--- src/rtl/serial_sub_seq.sv ---
// Bit-serial WIDTH-bit subtractor sequencer driving one external full-subtractor cell, LSB first.
// Latency: done pulses WIDTH+1 cycles after the accepting edge; issue interval is WIDTH+2 cycles.
// Backpressure: start is accepted only while ready (IDLE); start in RUN/DONE is dropped, never queued.
module serial_sub_seq #(
  parameter int WIDTH = 8
) (
  input  logic             clk,
  input  logic             rst,
  input  logic             start,
  input  logic [WIDTH-1:0] a_in,
  input  logic [WIDTH-1:0] b_in,
  output logic             ready,
  output logic             busy,
  output logic             done,
  output logic [WIDTH-1:0] result,
  output logic             borrow_out,
  output logic             ovf,
  output logic             fs_a,
  output logic             fs_b,
  output logic             fs_c,
  input  logic             fs_diff,
  input  logic             fs_borr
);

  localparam int CW = (WIDTH > 1) ? $clog2(WIDTH) : 1;
  localparam logic [CW-1:0] LAST = CW'(WIDTH - 1);

  typedef enum logic [1:0] {IDLE, RUN, DONE} state_t;

  state_t           state;
  logic [WIDTH-1:0] a_sr;
  logic [WIDTH-1:0] b_sr;
  logic [WIDTH-1:0] r_sr;
  logic             brw_q;
  logic [CW-1:0]    cnt;
  logic             a_msb;
  logic             b_msb;

  always_ff @(posedge clk or posedge rst) begin
    if (rst) begin
      state      <= IDLE;
      a_sr       <= '0;
      b_sr       <= '0;
      r_sr       <= '0;
      brw_q      <= 1'b0;
      cnt        <= '0;
      a_msb      <= 1'b0;
      b_msb      <= 1'b0;
      result     <= '0;
      borrow_out <= 1'b0;
      ovf        <= 1'b0;
    end else begin
      case (state)
        IDLE: begin
          if (start) begin
            a_sr  <= a_in;
            b_sr  <= b_in;
            brw_q <= 1'b0;
            cnt   <= '0;
            a_msb <= a_in[WIDTH-1];
            b_msb <= b_in[WIDTH-1];
            state <= RUN;
          end
        end
        RUN: begin
          a_sr  <= {1'b0, a_sr[WIDTH-1:1]};
          b_sr  <= {1'b0, b_sr[WIDTH-1:1]};
          r_sr  <= {fs_diff, r_sr[WIDTH-1:1]};
          brw_q <= fs_borr;
          cnt   <= cnt + CW'(1);
          // Last bit: the cell's outputs this cycle complete the result, so capture directly.
          if (cnt == LAST) begin
            result     <= {fs_diff, r_sr[WIDTH-1:1]};
            borrow_out <= fs_borr;
            ovf        <= (a_msb != b_msb) && (fs_diff != a_msb);
            state      <= DONE;
          end
        end
        DONE:    state <= IDLE;
        default: state <= IDLE;
      endcase
    end
  end

  assign ready = (state == IDLE);
  assign busy  = (state == RUN);
  assign done  = (state == DONE);

  assign fs_a = busy & a_sr[0];
  assign fs_b = busy & b_sr[0];
  assign fs_c = busy & brw_q;

endmodule

--- config.mk ---
export PLATFORM = sky130hd
export DESIGN_NAME = serial_sub_seq
export DESIGN_NICKNAME = d
export VERILOG_FILES = /design/src/rtl/serial_sub_seq.sv
export SDC_FILE = /design/constraint.sdc
export NUM_CORES = 1
export LEC_CHECK = 0
export ABC_CLOCK_PERIOD_IN_PS = 4600
export CAP_MARGIN = 30
export CORE_UTILIZATION = 54
export CTS_CLUSTER_DIAMETER = 100
export DETAILED_ROUTE_END_ITERATION = 12
export GPL_TIMING_DRIVEN = 0
export PLACE_DENSITY = 0.91
export SYNTH_ARGS = -nofsm -noshare
export SYNTH_HDL_FRONTEND = slang
export SYNTH_SLANG_ARGS = --single-unit
--- constraint.sdc ---
create_clock -name clk -period 4.6 [get_ports clk]
set_input_delay 0.92 -clock clk [delete_from_list [all_inputs] [get_ports clk]]
set_output_delay 0.92 -clock clk [all_outputs]
set_load 0.1 [all_outputs]
Yosys cells after proc, flatten, opt, wreduce, memory -nomap -nowiden
Cells that the tools add are included.
{"block": "totals", "regBits": 42, "inputBits": 21, "out_inout_bits": 16, "word_cells": 40}
{"block": "op_classes", "add_sub_neg": 1, "n_eq_ne": 7, "muxes": 11, "n_bitwise": 3, "n_reduce_logical": 7}
{"operator": "8-bit case mux with 2 select lines", "count": 2}
{"operator": "8-bit two-way mux", "count": 2}
{"operator": "2-bit AND reduction", "count": 4}
{"operator": "3-bit case mux with 2 select lines", "count": 1}
{"operator": "2-bit two-way mux", "count": 2}
{"operator": "2-bit case mux with 2 select lines", "count": 1}
{"operator": "3-bit by 1-bit adder with 3-bit output, second input constant", "count": 1}
{"operator": "1-bit bitwise AND", "count": 3}
{"operator": "3-bit == test, second input constant", "count": 1}
{"operator": "3-bit two-way mux", "count": 1}
{"operator": "2-bit by 1-bit == test with 1-bit output, second input constant", "count": 1}
{"operator": "2-bit == test, second input constant", "count": 1}
{"operator": "2-bit logical NOT", "count": 1}
{"operator": "1-bit inequality test", "count": 2}
{"operator": "2-bit by 1-bit inequality test with 1-bit output, second input constant", "count": 1}
{"operator": "2-bit inequality test, second input constant", "count": 1}
{"operator": "1-bit case mux with 2 select lines", "count": 1}
{"operator": "2-bit nonzero test", "count": 1}
{"operator": "1-bit logical AND", "count": 1}
{"operator": "1-bit two-way mux", "count": 1}

Longest topological paths before layout
Gate-level depths: netlist of the first run.
{"block": "logic_depth", "word_depth": 3, "mapped_depth": 6, "mapped_depth_nobuf": 5}

Worst setup path after synthesis of the first run
OpenSTA, ideal clock, no wires.
{"block": "synth_timing", "path_kind": "flip-flop to output port", "startpoint": "register state[0]", "endpoint": "output done", "arrival_time_ps": 2065, "required_time_ps": 3680, "setup_slack_ps": 1615, "path_stages_with_launch": 4, "path_buffers": 2, "cell_sequence": "dfrtp_1 buf_2 buf_4 nor2b_1"}
{"block": "synth_via", "elab_chain_cells": 1}
{"element": "start, declared", "line_no": "30", "rtl": "state_t state;"}
{"element": "start signal, assigned", "line_no": "41", "rtl": "state <= IDLE;"}
{"element": "start signal, assigned", "line_no": "62", "rtl": "state <= RUN;"}
{"element": "start signal, assigned", "line_no": "76", "rtl": "state <= DONE;"}
{"element": "2-bit == test", "line_no": "87", "rtl": "assign done = (state == DONE);"}
{"element": "end, declared", "line_no": "14", "rtl": "output logic done,"}
No other way between the ends.

Worst setup path in the final report of the first run
{"block": "layout_timing", "startpoint": "register state[0]", "endpoint": "output fs_b"}
{"block": "layout_via", "elab_chain_cells": 2}
{"element": "2-bit by 1-bit == test with 1-bit output", "line_no": "86", "rtl": "assign busy = (state == RUN);"}
{"element": "1-bit bitwise AND", "line_no": "90", "rtl": "assign fs_b = busy & b_sr[0];"}
{"element": "end, declared", "line_no": "19", "rtl": "output logic fs_b,"}
No other way between the ends.

==> summary by stage, run 1 <==
Run status
The flow ran to the end, and the final reports show no timing, DRC or antenna violations.

Synthesis
The sequential fraction of the synthesis area is 57.38%. A synthesized cell averages 11.84 um2. The adder-cell share of the synthesized area is 1.400%. The xor/xnor cell area share of the yosys netlist is 0%. Summing the areas of all compound-gate instances in the mapped netlist gives 11.97% of the synthesized area.

By area the synthesized netlist is led by dfrtp_1 57%, mux2_2 11%, and3b_1 5.4%. The number of synthesized register bits is 41. The multiplexer share of the synthesized area is 12.39%. By count the netlist is led by 41 x dfrtp_1, 17 x mux2_2, 15 x nand2_1, 15 x o21ai_0, 13 x a21oi_1. The dominant synthesized flop cell is dfrtp_1.

The synthesized cell area is 0.001788 mm2. The share of the synthesized area in the top cell type is 57.38%. The number of instances in the synthesized netlist is 151. The distinct cell type count after synthesis is 23.

The dominant combinational cell family by area after synthesis is simple AND/OR/NAND/NOR gates. The most used standard cell by instance count after synthesis is dfrtp_1. Counting every net in the synthesized netlist gives 174. The cell type with the largest total area after synthesis is dfrtp_1.

The number of flops mapped to enable cells by yosys is 0. During synthesis, Yosys emitted a total of 0 warnings. The area fraction in and, or, nand and nor cells after synthesis is 13.09%. For this run, asynchronously set or reset flops after synthesis account for 100.0%.

Timing
The count of final setup violators is 0. The number of slew-limit violations in the final report is 0. The clock tree skew after final layout is 15.13 ps. Setup repair after global routing left no endpoint under its margin. Final hold analysis gives a worst-case slack of 498.0 ps.

The final setup TNS is 0 ps. The final number of hold-violating endpoints was 0. Measured against its own limit, the worst slew margin works out to 35.02%. The ratio of final minimum period to clock period is 76.25%.

The worst path needs 3508 ps of the cycle, external delays included. At the pin with the least slew margin, the transition time is 971.7 ps. For this run, the top clock speed supported by timing is 0.2851 GHz.

Clock network
The buffers inserted during post-CTS setup optimization is 0. The maximum level of the CTS H-tree is 2. The clock tree root buffer cell is clkbuf_4. Post-CTS repair changed the size of 0 cells. The TritonCTS buffer count is 5. The number of hold buffers added after cts is 0. The clock passes through at most 2 buffers.

The clock latency at the later pin of the worst-skew pair is 350 ps. The clock sink total is 41. After clock tree synthesis, the clock-pin slew on the worst setup and hold paths is 120 ps. TritonCTS built the clock tree.

Routing
The routed via count divided by cell count is 5.414. After detailed routing, the average wire length per cell comes to 14.84 um. The first TritonRoute pass finished after 4 iterations. The total wire length is 3546 um. The post-detailed-route count of antenna-violating nets is 0.

The number of vias in the routed layout is 1294. For this run, design rule violations remaining after detail routing come to 0. After the first detailed-routing iteration, the DRC count stood at 55.

Setup path
The number of cells on the worst reg-to-reg path is 5. STA puts the critical path data required time at 3680 ps. The category of the worst setup path capture point is an output port. The worst setup path is launched from a flop. Of all nets on the critical path, the largest fanout is 10. The type of the worst setup path is flop to output port. For the worst setup path, the data arrival time is 2590 ps. The setup slack of the most critical reg-to-reg path is 2920 ps.

GRT
For met3 alone, demand over resource in global routing was 5.022%. The first global-routing pass estimated 5796 um of wire. The routing layer with the top usage in global route is met2. The number of global-route vias before repair is 1309. The remaining global-route overflow is 0. For met2 alone, demand over resource in global routing was 39.65%. Global routing used 22.45% of the available tracks across all layers. The initial antenna violation count was 0. Global routing consumed, on the met1 layer, 26.65% of the routing resources. The largest net degree at the start of global routing is 42.

Layout
After the last flow step, the layout net total stands at 217. The area growth from synthesis to layout is 27.15%. In the final layout, the share of cells above drive strength 1 is 18.97%. The number of filler instances in the final layout is 231. The final antenna diode count is 0. Excluding fillers, the count of instances in the completed layout stands at 239.

Placed design
The global placement routability congestion is 0.8631. Once placement completed, the tool counted placed cells totaling 231. Input and output buffers added on the ports amount to 36. The placed wire-length estimate after detailed placement is 2561 um.

Floorplan
The floorplan step set the die width to 59.54 um. In this run the count of I/O pins placed on the die edge is 37. The region available for standard cell placement spans 0.003103 mm2. The starting density of the core is 57.62%.

The die covers 0.003545 mm2. The floorplan has 20 rows. The die is 59.54 um tall.

Hold path
The worst hold path belongs to the class flop to flop. The worst hold path cell count is 2.

Run
The tool flagged a number of max-cap violations equal to 0.
-- per-stage QoR --
stage / cell area [um2] / util [%] / worst slack [ps]
global placement: 2203 / 71.01 / 1547
CTS: 2273 / 73.27 / 1075
finish: 2273 / 73.27 / 1092
detailed placement: 2203 / 71.01 / 1487
global route: 2273 / 73.27 / 992.3
floorplan: 1788 / - / 1615
-- final timing paths --
kind                                       from                    end
setup / recovery           state[0]$_DFFE_PP0P_                   fs_b
hold / removal              a_sr[0]$_DFFE_PP0P_    a_sr[0]$_DFFE_PP0P_
setup reg to reg             cnt[0]$_DFFE_PP0P_  result[6]$_DFFE_PP0P_
hold reg to reg             a_sr[0]$_DFFE_PP0P_    a_sr[0]$_DFFE_PP0P_
max in group asynchronous                   rst  result[5]$_DFFE_PP0P_
min in group asynchronous                   rst  result[2]$_DFFE_PP0P_
-- cell usage in the layout (no fill, tap or decap), types with 2 or more instances in the layout --
master           netlist  final
a21oi_1               13     13
ha_1                   2      2
and3b_1               11     11
clkbuf_8               0      2
clkbuf_1               3      3
mux2_4                 2      2
nand2_1               15     15
clkbuf_4               0      5
clkdlybuf4s50_1        0     36
mux2_2                17     17
nand2b_1               2      2
o21ai_0               15     15
dfrtp_1               41     41
a22o_1                 5      5
nor2b_1                4      4
buf_2                  6      6
and2_1                 3      3
a22oi_1                3      3
-- worst max-delay path, cell delays in order, from the launching register on --
cell	delay, ps
dfrtp_1	450
nor2b_1	170
buf_2	190
buf_6	160
and2_1	140
clkdlybuf4s50_1	1130
-- per-layer routing --
| layer | vias up | part of all wire (%) |
|---|---|---|
| met3 | 3 | 4.3 |
| li1 | 615 | - |
| met1 | 644 | 44 |
| met5 | - | 0 |
| met4 | 0 | 0.82 |
| met2 | 32 | 51 |
-- area by class of cell --
cell class              count  area, um2  area share, %
clock inverters             1      5.005         0.2201
multi-input cells          97      694.4          30.54
inverters                   2      7.507         0.3302
well taps                  44      55.05          2.422
plain buffers              11      60.06          2.642
repair buffers             36      360.3          15.85
clock buffers               7      65.06          2.862
flip-flops and latches     41       1026          45.13
-- state kept, by name (all words and copies together) (netlist names) --
signal and count:
b_sr 8, result 8, a_msb 1, cnt 3, r_sr 7, ovf 1, brw_q 1, state 2
borrow_out 1, b_msb 1, a_sr 8
-- cell families after synthesis --
group	after synthesis
DFF	41
and+or+nand+nor	39
AOI/OAI and AO/OA	37
muxes	19
buffers and inverters	13
adders and majority gates	2
Power of run 1 is left out: the tool's default activity adds up to more than one toggle a clock period on the data nets, which glitch-free logic cannot reach.
==> inputs of run 2 (changes only) <==
ABC_CLOCK_PERIOD_IN_PS = 3230   (was 4600)
CORE_UTILIZATION = 50   (was 54)
PLACE_DENSITY = 0.85   (was 0.91)
clock period = 3.23 ns   (was 4.6 ns; I/O delays follow)
==> run 2 against run 1 <==
Final cell count grew 0.42%. Global-route usage fell by 1.3 points. Clock skew decreased by 6.8 ps. Via count about the same. Critical path depth down 1. Register-to-register slack worse by 1400 ps. Die area rose by 7.7%. Non-clock buffer count unchanged. Sequential cell count unchanged. Critical path type unchanged.
==> summary by stage, run 2 (same netlist as run 1, synthesis figures left out) <==
Layout
The fraction of final layout cells sized beyond drive strength 1 is 18.56% (-0.42 points). The area of the multi-input gates is 694.4 um2 (unchanged). The largest registers in the layout are a_sr: 8 flops, b_sr: 8 flops, result: 8 flops. The library cells used most frequently in the layout, excluding fill and tap cells, are 41 x dfrtp_1, 33 x clkdlybuf4s50_1, 17 x mux2_2. The sequential standard cell area is 0.001026 mm2 (unchanged). The final layout net count is 217 (unchanged). The final antenna diode count was 0 (unchanged). The area added between synthesis and finish is 27.85%.

The commonest non-fill, non-tap cell in the layout is dfrtp_1. The number of filler instances in the final layout was 255 (+10%).

Setup path
Walking the worst path, the cells encountered are buf_2 -> buf_4 -> nor2b_1 -> clkdlybuf4s50_1. The type of the worst setup path is flop to output port. The required time of the critical path was 2580 ps (-1100 ps). Among all stages on the critical path, the largest delay is contributed by clkdlybuf4s50_1.

STA classifies the critical path startpoint as a flop. The critical-path maximum fanout is 10 (unchanged). The data arrival time of the critical path came to 2490 ps (-100 ps).

The setup slack of the most critical reg-to-reg path is 1560 ps (-1360 ps). The peak per-stage delay on the critical path is 1160 ps (+30 ps). The category of the worst setup path capture point is an output port.

Clock network
The number of hold buffers added after cts is 0 (unchanged). The clock tree from TritonCTS is done. The buffers inserted during post-CTS setup optimization is 0 (unchanged). The TritonCTS buffer count is 5 (unchanged). The tree is rooted in a clkbuf_4. The number of buffers on the longest clock path is 2 (unchanged).

The clock latency at the later pin of the worst-skew pair was 350 ps (about the same). The CTS clock-pin slew for the worst setup and hold paths is 110 ps (about the same). The maximum level of the CTS H-tree came to 2 (unchanged).

The clock sink total is 41 (unchanged).

Timing
The count of final setup violators is 0 (unchanged). The time the final worst path needs with I/O delays and setup is 3135 ps. The remaining max-slew budget at the tightest pin is 34.36% (-0.65 points).

The final setup TNS is 0 ps (unchanged). Of the available clock period, the critical path in the final layout requires 97.06%. The final number of hold-violating endpoints was 0 (unchanged). The number of slew-limit violations in the final report is 0 (unchanged).

The highest clock frequency the design can meet is 0.3190 GHz. The clock tree skew after final layout is 8.340 ps (-6.788 ps). The transition time at the pin with the least slew margin is 981.5 ps (+9.763 ps).

Setup repair after global routing left no endpoint under its margin.

Routing
The detailed-router iteration count before antenna repair is 4 (unchanged). The routed via count divided by cell count is 5.388 (-0.49%). The number of design-rule violations left by the first detailed-router iteration is 37 (-33%). The post-detailed-route count of antenna-violating nets is 0 (unchanged).

The remaining routing DRC violations is 0 (unchanged). The number of vias in the routed layout came to 1293 (-0.077%). The total wire length came to 3521 um (-0.71%).

The routed wire length per instance came to 14.67 um (-1.1%).

Run
The max capacitance violation total is 0 (unchanged).

Run status
The run finished with clean final reports.

GRT
The largest net degree at the start of global routing was 42 (unchanged). The initial antenna violation count was 0 (unchanged). The global routing usage summed across all routing layers came to 21.17% (-1.3 points). The number of global-route vias before repair was 1276 (-2.5%).

The global-route wire length before repair came to 5664 um (-2.3%). The remaining global-route overflow was 0 (unchanged).

Floorplan
The count of standard-cell rows is 21 (+5.0%). The die width was 61.80 um (+3.8%). The die outline area came to 0.003819 mm2 (+7.7%). The starting density of the core is 52.75% (-4.9 points).

The number of top-level design ports came to 37 (unchanged). The core region area is 0.003390 mm2 (+9.2%). The vertical die dimension is 61.80 um (+3.8%).

Placed design
The count of buffers inserted at the top-level ports is 36 (unchanged). The placed wire-length estimate after detailed placement is 2501 um (-2.4%). The global placement routability congestion is 0.8291 (-3.9%).

Hold path
The worst min-delay path category is flop to flop.
## run 2: cell types whose count changed in the layout (fill, tap and decap cells not counted), sizes merged
cell,previous run,this run
clkdlybuf4s50,36,33
dlymetal6s2s,0,3
clkbuf,10,8
bufinv,0,1
## run 2: worst paths after layout
kind,end,from,cells after the start
setup / recovery,done,state[0]$_DFFE_PP0P_,4
setup reg to reg,result[5]$_DFFE_PP0P_,cnt[0]$_DFFE_PP0P_,5
hold reg to reg,a_sr[0]$_DFFE_PP0P_,a_sr[0]$_DFFE_PP0P_,2
hold / removal,a_sr[0]$_DFFE_PP0P_,a_sr[0]$_DFFE_PP0P_,2
min in group asynchronous,cnt[2]$_DFFE_PP0P_,rst,2
max in group asynchronous,b_sr[4]$_DFFE_PP0P_,rst,2
## run 2: metrics by stage
stage	worst slack, ps	area [um2]	util (%)	instances	hold WS [ps]
finish	94.93	2286	67.44	240	483.1
global route	44.12	2286	67.44	240	534.8
CTS	37.50	2278	67.22	240	487.8
detailed placement	440.9	2206	65.08	233	462.5
global placement	439.1	2206	65.08	233	455.6
floorplan	518.6	1788	-	151	441.8
## run 2: layout make-up
cell class                      count  share of cell area (%)
Buffer                             11                   2.627
Clock buffer                        5                   1.642
Clock inverter                      2                   1.533
Inverter                            2                  0.3284
Multi-Input combinational cell     97                   30.38
Sequential cell                    41                   44.88
Tap cell                           46                   2.518
Timing Repair Buffer               36                   16.09
## run 2: per-layer routing
layer,vias up,GRT usage (%),wire length [um]
li1,617,-,-
met1,641,26.39,1603
met2,30,35.64,1723
met3,5,3.727,140
met4,0,10.48,53
met5,-,0,0
## run 2: worst max-delay path: cells and delay by family (launching register included)
family | cells | cell delay, ps
flops | 1 | 440
simple gates | 1 | 160
buf+inv | 3 | 1550
## run 2: repair_timing
action	in CTS	in global routing
resized for setup	0	3
endpoints found under the hold margin	0	0
setup endpoints to repair	0	3
Power of run 2 is left out for the same reason.
